### config.mk
export PLATFORM = sky130hd
export DESIGN_NAME = bound_flasher_gen
export DESIGN_NICKNAME = d
export VERILOG_FILES = /design/src/rtl/bound_flasher_gen.sv
export SDC_FILE = /design/constraint.sdc
export NUM_CORES = 1
export LEC_CHECK = 0
export BUFFER_PORTS_ARGS = -buffer_cell sky130_fd_sc_hd__buf_2
export CORE_MARGIN = 3
export CORE_UTILIZATION = 56
export CTS_BUF_LIST = sky130_fd_sc_hd__clkbuf_8
export DETAILED_ROUTE_END_ITERATION = 10
export PLACE_DENSITY = 0.9
export SETUP_SLACK_MARGIN = 0.2
export SLEW_MARGIN = 20
export SYNTH_ARGS = -nofsm -noshare
export SYNTH_HDL_FRONTEND = slang
export SYNTH_SLANG_ARGS = --single-unit
### constraint.sdc
create_clock -name clk -period 2.75 [get_ports clk]
set_input_delay 0.4125 -clock clk [delete_from_list [all_inputs] [get_ports clk]]
set_output_delay 0.4125 -clock clk [all_outputs]
set_load 0.01 [all_outputs]
### src/rtl/bound_flasher_gen.sv
// bound_flasher_gen: parametrised thermometer LED flasher
// flick starts/kicks back, hold freezes, done pulses at end
module bound_flasher_gen #(
  parameter int N        = 16,
  parameter int LO       = 5,
  parameter int HI       = 10,
  parameter int STEP_DIV = 1
) (
  input  logic         clk,
  input  logic         rst_n,
  input  logic         flick,
  input  logic         hold,
  output logic [N-1:0] LED,
  output logic         busy,
  output logic         done,
  output logic [2:0]   phase
);

  localparam int LW = $clog2(N + 1);
  localparam int DW = (STEP_DIV > 1) ? $clog2(STEP_DIV) : 1;

  localparam logic [LW-1:0] LN  = LW'(N);
  localparam logic [LW-1:0] LLO = LW'(LO);
  localparam logic [LW-1:0] LHI = LW'(HI);
  localparam logic [DW-1:0] DMAX = DW'(STEP_DIV - 1);

  typedef enum logic [2:0] {
    IDLE = 3'd0,
    UP1  = 3'd1,
    DN1  = 3'd2,
    UP2  = 3'd3,
    DN2  = 3'd4,
    UP3  = 3'd5,
    DN3  = 3'd6
  } state_t;

  state_t        state;
  state_t        adv;
  logic [LW-1:0] lvl;
  logic [LW-1:0] nxt;
  logic [LW-1:0] tgt;
  logic [DW-1:0] div;
  logic          pend;
  logic          tick;
  logic          dnph;
  logic          up;
  logic          kick;
  logic          hit;

  // step decode: next level, phase target and kickback
  always_comb begin
    tick = (state != IDLE) && !hold && (div == DMAX);
    dnph = (state == DN1) || (state == DN2);
    up   = (state == UP1) || (state == UP2) ||
           (state == UP3);
    nxt  = up ? lvl + 1'b1 : lvl - 1'b1;
    tgt  = '0;
    adv  = IDLE;
    unique case (state)
      UP1:     begin tgt = LN;  adv = DN1; end
      DN1:     begin tgt = LLO; adv = UP2; end
      UP2:     begin tgt = LHI; adv = DN2; end
      DN2:     begin tgt = '0;  adv = UP3; end
      UP3:     begin tgt = LLO; adv = DN3; end
      DN3:     begin tgt = '0;  adv = IDLE; end
      default: begin tgt = '0;  adv = IDLE; end
    endcase
    hit  = (nxt == tgt);
    kick = dnph && ((nxt == LLO) || (nxt == LHI)) &&
           (flick || pend);
  end

  // sequencer: state, level, divider, pend, done
  always_ff @(posedge clk or negedge rst_n) begin
    if (!rst_n) begin
      state <= IDLE;
      lvl   <= '0;
      div   <= '0;
      pend  <= 1'b0;
      done  <= 1'b0;
    end else begin
      done <= 1'b0;
      if (state == IDLE) begin
        pend <= 1'b0;
        if (!hold && flick) begin
          state <= UP1;
          lvl   <= LW'(1);
          div   <= '0;
        end
      end else begin
        if (!hold)
          div <= tick ? '0 : div + 1'b1;
        if (tick) begin
          pend <= 1'b0;
          lvl  <= nxt;
          if (kick)
            state <= (state == DN1) ? UP1 : UP2;
          else if (hit)
            state <= adv;
          done <= !kick && hit && (state == DN3);
        end else if (dnph && flick) begin
          pend <= 1'b1;
        end
      end
    end
  end

  // thermometer decode of the level register
  always_comb begin
    for (int i = 0; i < N; i++)
      LED[i] = (LW'(i) < lvl);
  end

  assign busy  = (state != IDLE);
  assign phase = state;

endmodule
==> out/metrics.cfg, run 1 <==
[place]
routabilityCongestion=0.974
io_buffers=24
dp_hpwl_um=2370
dpl_cell_area_sq_um=1300

[drt]
wl_met1_um=1290
wl_met2_um=1710
drt_iter0_drc=67
vias_per_cell=6.27
vias=1211
drc=0
ant_nets=0
dr.pass1.iters=5
wl_met3_um=284
maxUsedRoutingLayer=met4
wl_um=3380
wire_per_inst_um=17.5

[sta]
skew_ns=0.00780
setup_viol=0
hold_viol=0
tightest_slew_ns=0.450
whs_ns=0.0407
finalWorstPathRequiredPeriod_ns=2.48
slew_headroom_pct=70.0
tns_ns=0
rsz0062_at_grt=no
finalMaxSlewViolations=0
fin_crit_sh_pct=90.2
fmax_mhz=403

[global_routing]
grt_pass1_vias=1155
antenna_found_initial=0
grt_pass1_wl_um=5530
grt_max_degree=20
overflow=0
grtUsageTotal_pct=28.1

[worst_setup_path]
startpoint_type=flop
cp.required_ns=2.87
worst-r2r-cell-count=7
cp.depth=7
crit_path_cell_trace=a21bo_2 > mux2_4 > xnor2_4 > a311o_2 > nand4_2 > and3_4 > mux2_4
rr_startpoint=phase[0]
cpMostUsedCell=mux2_4
crit_fanout=9
critical_path_buf_inv_count=0
critPathArrivalTime_ns=2.60
end_kind=flop
r2r_end=phase[0]
max_stage_delay_ns=0.49
worstSetupPathType=reg2reg
r2r_slack_ns=0.27
critPathTopFamily=compound AO/OA/AOI/OAI gates
crit_path_top_delay_cell=dfrtp_1

[clocking]
cts_tree=yes
path_clk_slew_ns=0.05
htree_levels=1
cts_buffers=3
post_cts_buffers=0
post_cts_resized=0
cts.sinks=11
cts_hold_buf=0
clock_latency_ns=0.24
cts-root-buf=clkbuf_8
cts_buffer_depth=2

[finish]
areaGrowthSynthToFinish_pct=22.1
final_nets=176
diodes=0
final_common_cell=buf_2
mostFrequentLayoutCells=24 x buf_2, 14 x nand2_1, 10 x o21ai_0, 10 x dfrtp_1, 9 x buf_4
final_area_sq_um=1380
fillers=133
drive_gt1_share_pct=32.1

[yosys]
syn_inst=142
syn_area_sq_um=1130
syn_avg_cell_area_sq_um=7.94
yosys_warnings=0
syn-num-nets=149
synthArstFlopShare_pct=100
synth_cell_type_count=47
synth-edff-count=0
synth_seq_cells=11
synth_flop_cell=dfrtp_1
ys_seq_area_share_pct=24.4

[job]
cap_viol_max_count=0

[power]
swShare_pct=48.5
p_int_w=0.000769
p_per_area_nw_per_um2=1090
p_comb_share_pct=71.2
seqPwrFrac_pct=18.2
switching_power_w=0.000725
clockPowerShare_pct=10.6
peakVddDrop_v=0.000669
p_leak_nw=0.580

[floorplan]
die_w_um=50.9
start_util_pct=61.9
num_rows=15
die_h_um=50.9
die_area_sq_um=2590
core_area_sq_um=1820
ios=25

[min_path]
hp-class=in2async

[status]
status=complete, no violations

-- kinds of logic after synthesis --
kind of cell,share of synthesized area (%)
multiplexers,5.33
XOR/XNOR,10.2
AND/OR/NAND/NOR,24.8
buffers and inverters,7.10
adder cells (fa/ha/maj),3.33
AO/OA/AOI/OAI,24.9
flip-flops,24.4
-- area by class of cell --
class                           instances  area (sq um)  share of cell area [%]
Clock buffer                            3          41.3                    3.00
Inverter                                8          30.0                    2.18
Multi-Input combinational cell        112           806                    58.5
Clock inverter                          1          3.75                   0.273
Sequential cell                        11           277                    20.1
Timing Repair Buffer                   33           188                    13.6
Tap cell                               25          31.3                    2.27
-- sequential cells by signal, summed over array words and instances, names as in the netlist --
register / cells
div: 1
pend: 1
lvl: 5
done: 1
phase: 3
-- through the flow --
step / util, % / setup WS (ns) / total power (W) / instances
global placement: 71.2 / 0.372 / 0.00117 / 189
floorplan: - / 0.324 / 0.000975 / 142
global route: 75.6 / 0.206 / 0.00160 / 193
CTS: 73.7 / 0.201 / 0.00139 / 193
detailed placement: 71.2 / 0.242 / 0.00122 / 189
finish: 75.6 / 0.270 / 0.00149 / 193
-- how the worst max path moves through the flow --
stage / startpoint / end / slack (ns)
2_1_floorplan: lvl[1] / phase[0] / 0.32
3_3_place_gp: lvl[0] / phase[0] / 0.37
3_5_place_dp: lvl[0] / phase[0] / 0.24
4_1_cts: lvl[0] / phase[0] / 0.20
5_1_grt: lvl[0] / phase[0] / 0.21
6_report: phase[0] / phase[0] / 0.27
-- synth_stat cells, types with 2 or more instances --
cell / instances / share of area (%)
nor2_1: 8 / 2.7
nand4_1: 2 / 1.1
and2_1: 3 / 1.7
nand2_1: 14 / 4.7
nand3_1: 5 / 2.2
o21bai_1: 2 / 1.3
xor2_1: 2 / 1.6
clkbuf_1: 6 / 2.0
a21oi_1: 6 / 2.7
buf_2: 4 / 1.8
a21o_1: 3 / 2.0
nor3_1: 4 / 1.8
mux2_4: 2 / 2.7
o22ai_1: 2 / 1.1
a32oi_1: 2 / 1.6
dfrtp_1: 11 / 24
o21ai_0: 11 / 4.9
or3_1: 2 / 1.1
xnor2_1: 8 / 6.2
nor2b_1: 4 / 2.2
nand2b_1: 3 / 1.7
inv_1: 8 / 2.7
ha_1: 3 / 3.3
mux2i_1: 3 / 2.7
nor4_1: 2 / 1.1
-- per-layer routing --
metal  GRT usage [%]  vias up
li1                -      560
met1            36.7      566
met2            47.8       71
met3            4.37       14
met4            8.52        0
met5               0        -
-- power groups by stage --
stage	clock network (W)	logic, W	registers, W
2_1_floorplan	0	0.000715	0.000260
3_3_place_gp	0	0.000907	0.000266
3_5_place_dp	0	0.000952	0.000269
4_1_cts	0.000158	0.000969	0.000266
5_1_grt	0.000167	0.00115	0.000283
6_report	0.000159	0.00106	0.000272
(Power assumes the default switching activity.)
==> run 2: changes to the inputs <==
--- a/config.mk
+++ b/config.mk
@@ -6,6 +6,7 @@
 export NUM_CORES = 1
 export LEC_CHECK = 0
 export BUFFER_PORTS_ARGS = -buffer_cell sky130_fd_sc_hd__buf_2
+export CORE_ASPECT_RATIO = 0.9
 export CORE_MARGIN = 3
 export CORE_UTILIZATION = 56
 export CTS_BUF_LIST = sky130_fd_sc_hd__clkbuf_8
==> run 2 against run 1 <==
  * Core utilization rose by 0.66 points
  * Non-clock buffer count shrank 1
  * Clock power about the same
  * Fmax increased by 0.91%
  * Total power fell by 3.9%
  * Wire length shrank 9.2%
  * Die area hardly changed
  * Worst setup slack improved by 0.022 ns
  * Sequential share of layout area grew 0.20 points
  * First-iteration DRC count decreased by 13%
  * Via count is 2.2% lower
==> out/metrics.cfg, run 2 (synthesized netlist as in run 1, its figures left out) <==
[clocking]
post_cts_buffers=0
cts_buffer_depth=2
cts_tree=yes
cts_buffers=3
cts.sinks=11
htree_levels=1
cts-root-buf=clkbuf_8
path_clk_slew_ns=0.05
clock_latency_ns=0.24
cts_hold_buf=0

[finish]
areaGrowthSynthToFinish_pct=20.9
diodes=0
regMostFlops=lvl
final_nets=175
instances_no_fill=191
final_common_cell=buf_2
fillers=131
drive_gt1_share_pct=31.1
mostFrequentLayoutCells=24 x buf_2, 14 x nand2_1, 10 x dfrtp_1, 9 x o21ai_0
largest_reg_flops=5

[floorplan]
core_area_sq_um=1790
num_rows=14
die_area_sq_um=2590
start_util_pct=63.1
ios=25
die_h_um=48.6
die_w_um=53.3

[global_routing]
grtUsageTotal_pct=26.3
grt_pass1_wl_um=5120
antenna_found_initial=0
grt_pass1_vias=1058
overflow=0
grt_max_degree=20

[place]
routabilityCongestion=1.00
dp_slack_ns=0.104
dp_cells=187
io_buffers=24
dp_hpwl_um=2310

[drt]
vias=1184
ant_nets=0
wire_per_inst_um=16.1
drt_iter0_drc=58
wl_um=3070
vias_per_cell=6.20
dr.pass1.iters=5
drc=0

[power]
p_per_area_nw_per_um2=1050
p_leak_nw=0.578
peakVddDrop_v=0.000633

[worst_setup_path]
cpMostUsedCell=mux2_4
end_kind=flop
critPathArrivalTime_ns=2.58
cp.required_ns=2.87
max_stage_delay_ns=0.52
worstSetupPathType=reg2reg
startpoint_type=flop
crit_path_top_delay_cell=dfrtp_1
crit_fanout=8
critical_path_buf_inv_count=0
critPathTopFamily=compound AO/OA/AOI/OAI gates
crit_path_cell_trace=a21bo_2 > mux2_4 > xnor2_4 > a311o_2 > nand4_2 > and3_4 > mux2_4

[sta]
fin_crit_sh_pct=89.4
skew_ns=0.00241
finalWorstPathRequiredPeriod_ns=2.46
tns_ns=0
tightest_slew_ns=0.527
fmax_mhz=407
finalMaxSlewViolations=0
slew_headroom_pct=64.9
hold_viol=0
timing.final.ws_setup_ns=0.292
rsz0062_at_grt=no
setup_viol=0

[job]
cap_viol_max_count=0

[status]
status=complete, no violations

[min_path]
hp-class=in2async

run 2: changes by cell type in the layout (fill, tap and decap cells not counted), sizes merged:
| cell | previous run | this run |
|---|---|---|
| buf | 33 | 32 |
run 2: timing repair:
action | 4_1_cts | 5_1_grt
pin swaps | 0 | 0
gates resized for setup | 2 | 8
endpoints found under the setup margin | 2 | 3
run 2: final timing paths:
kind | start | endpoint | slack, ns | cells after the start
worst max-delay path | phase[2] | phase[0] | 0.29 | 7
worst min-delay path | rst_n | phase[2] | 0.04 | 1
worst max register to register | phase[2] | phase[0] | 0.29 | 7
worst min register to register | pend | pend | 0.55 | 2
max in group asynchronous | rst_n | lvl[0] | 2.48 | 1
min in group clk | flick | pend | 0.50 | 3
run 2: where the power goes:
group | internal, W | leakage [nW] | switching (W) | total, W
logic | 0.000443 | 0.420 | 0.000534 | 0.000977
registers | 0.000210 | 0.131 | 0.0000881 | 0.000298
clock network | 0.0000982 | 0.0269 | 0.0000630 | 0.000161
run 2: routing by layer:
layer | wire [um] | track usage [%] | vias up
li1 | - | - | 552
met1 | 1280 | 39.1 | 562
met2 | 1440 | 36.5 | 64
met3 | 311 | 7.06 | 6
met4 | 35 | 8.09 | 0
met5 | 0 | 0 | -
run 2: stage by stage:
step / area [sq um] / utilization, % / total power (W) / hold WS (ns)
after floorplan: 1130 / - / 0.000975 / 0.117
after global placement: 1290 / 72.1 / 0.00116 / 0.292
after detailed placement: 1290 / 72.1 / 0.00120 / 0.305
after CTS: 1340 / 74.9 / 0.00137 / 0.0521
after global routing: 1360 / 76.3 / 0.00155 / 0.0528
final: 1360 / 76.3 / 0.00144 / 0.0367
run 2: cell type report:
type | instances | area [sq um] | area share (%)
Clock inverter | 1 | 3.75 | 0.275
Multi-Input combinational cell | 112 | 801 | 58.8
Tap cell | 24 | 30.0 | 2.20
Inverter | 8 | 30.0 | 2.20
Clock buffer | 3 | 41.3 | 3.03
Timing Repair Buffer | 32 | 180 | 13.2
Sequential cell | 11 | 277 | 20.3
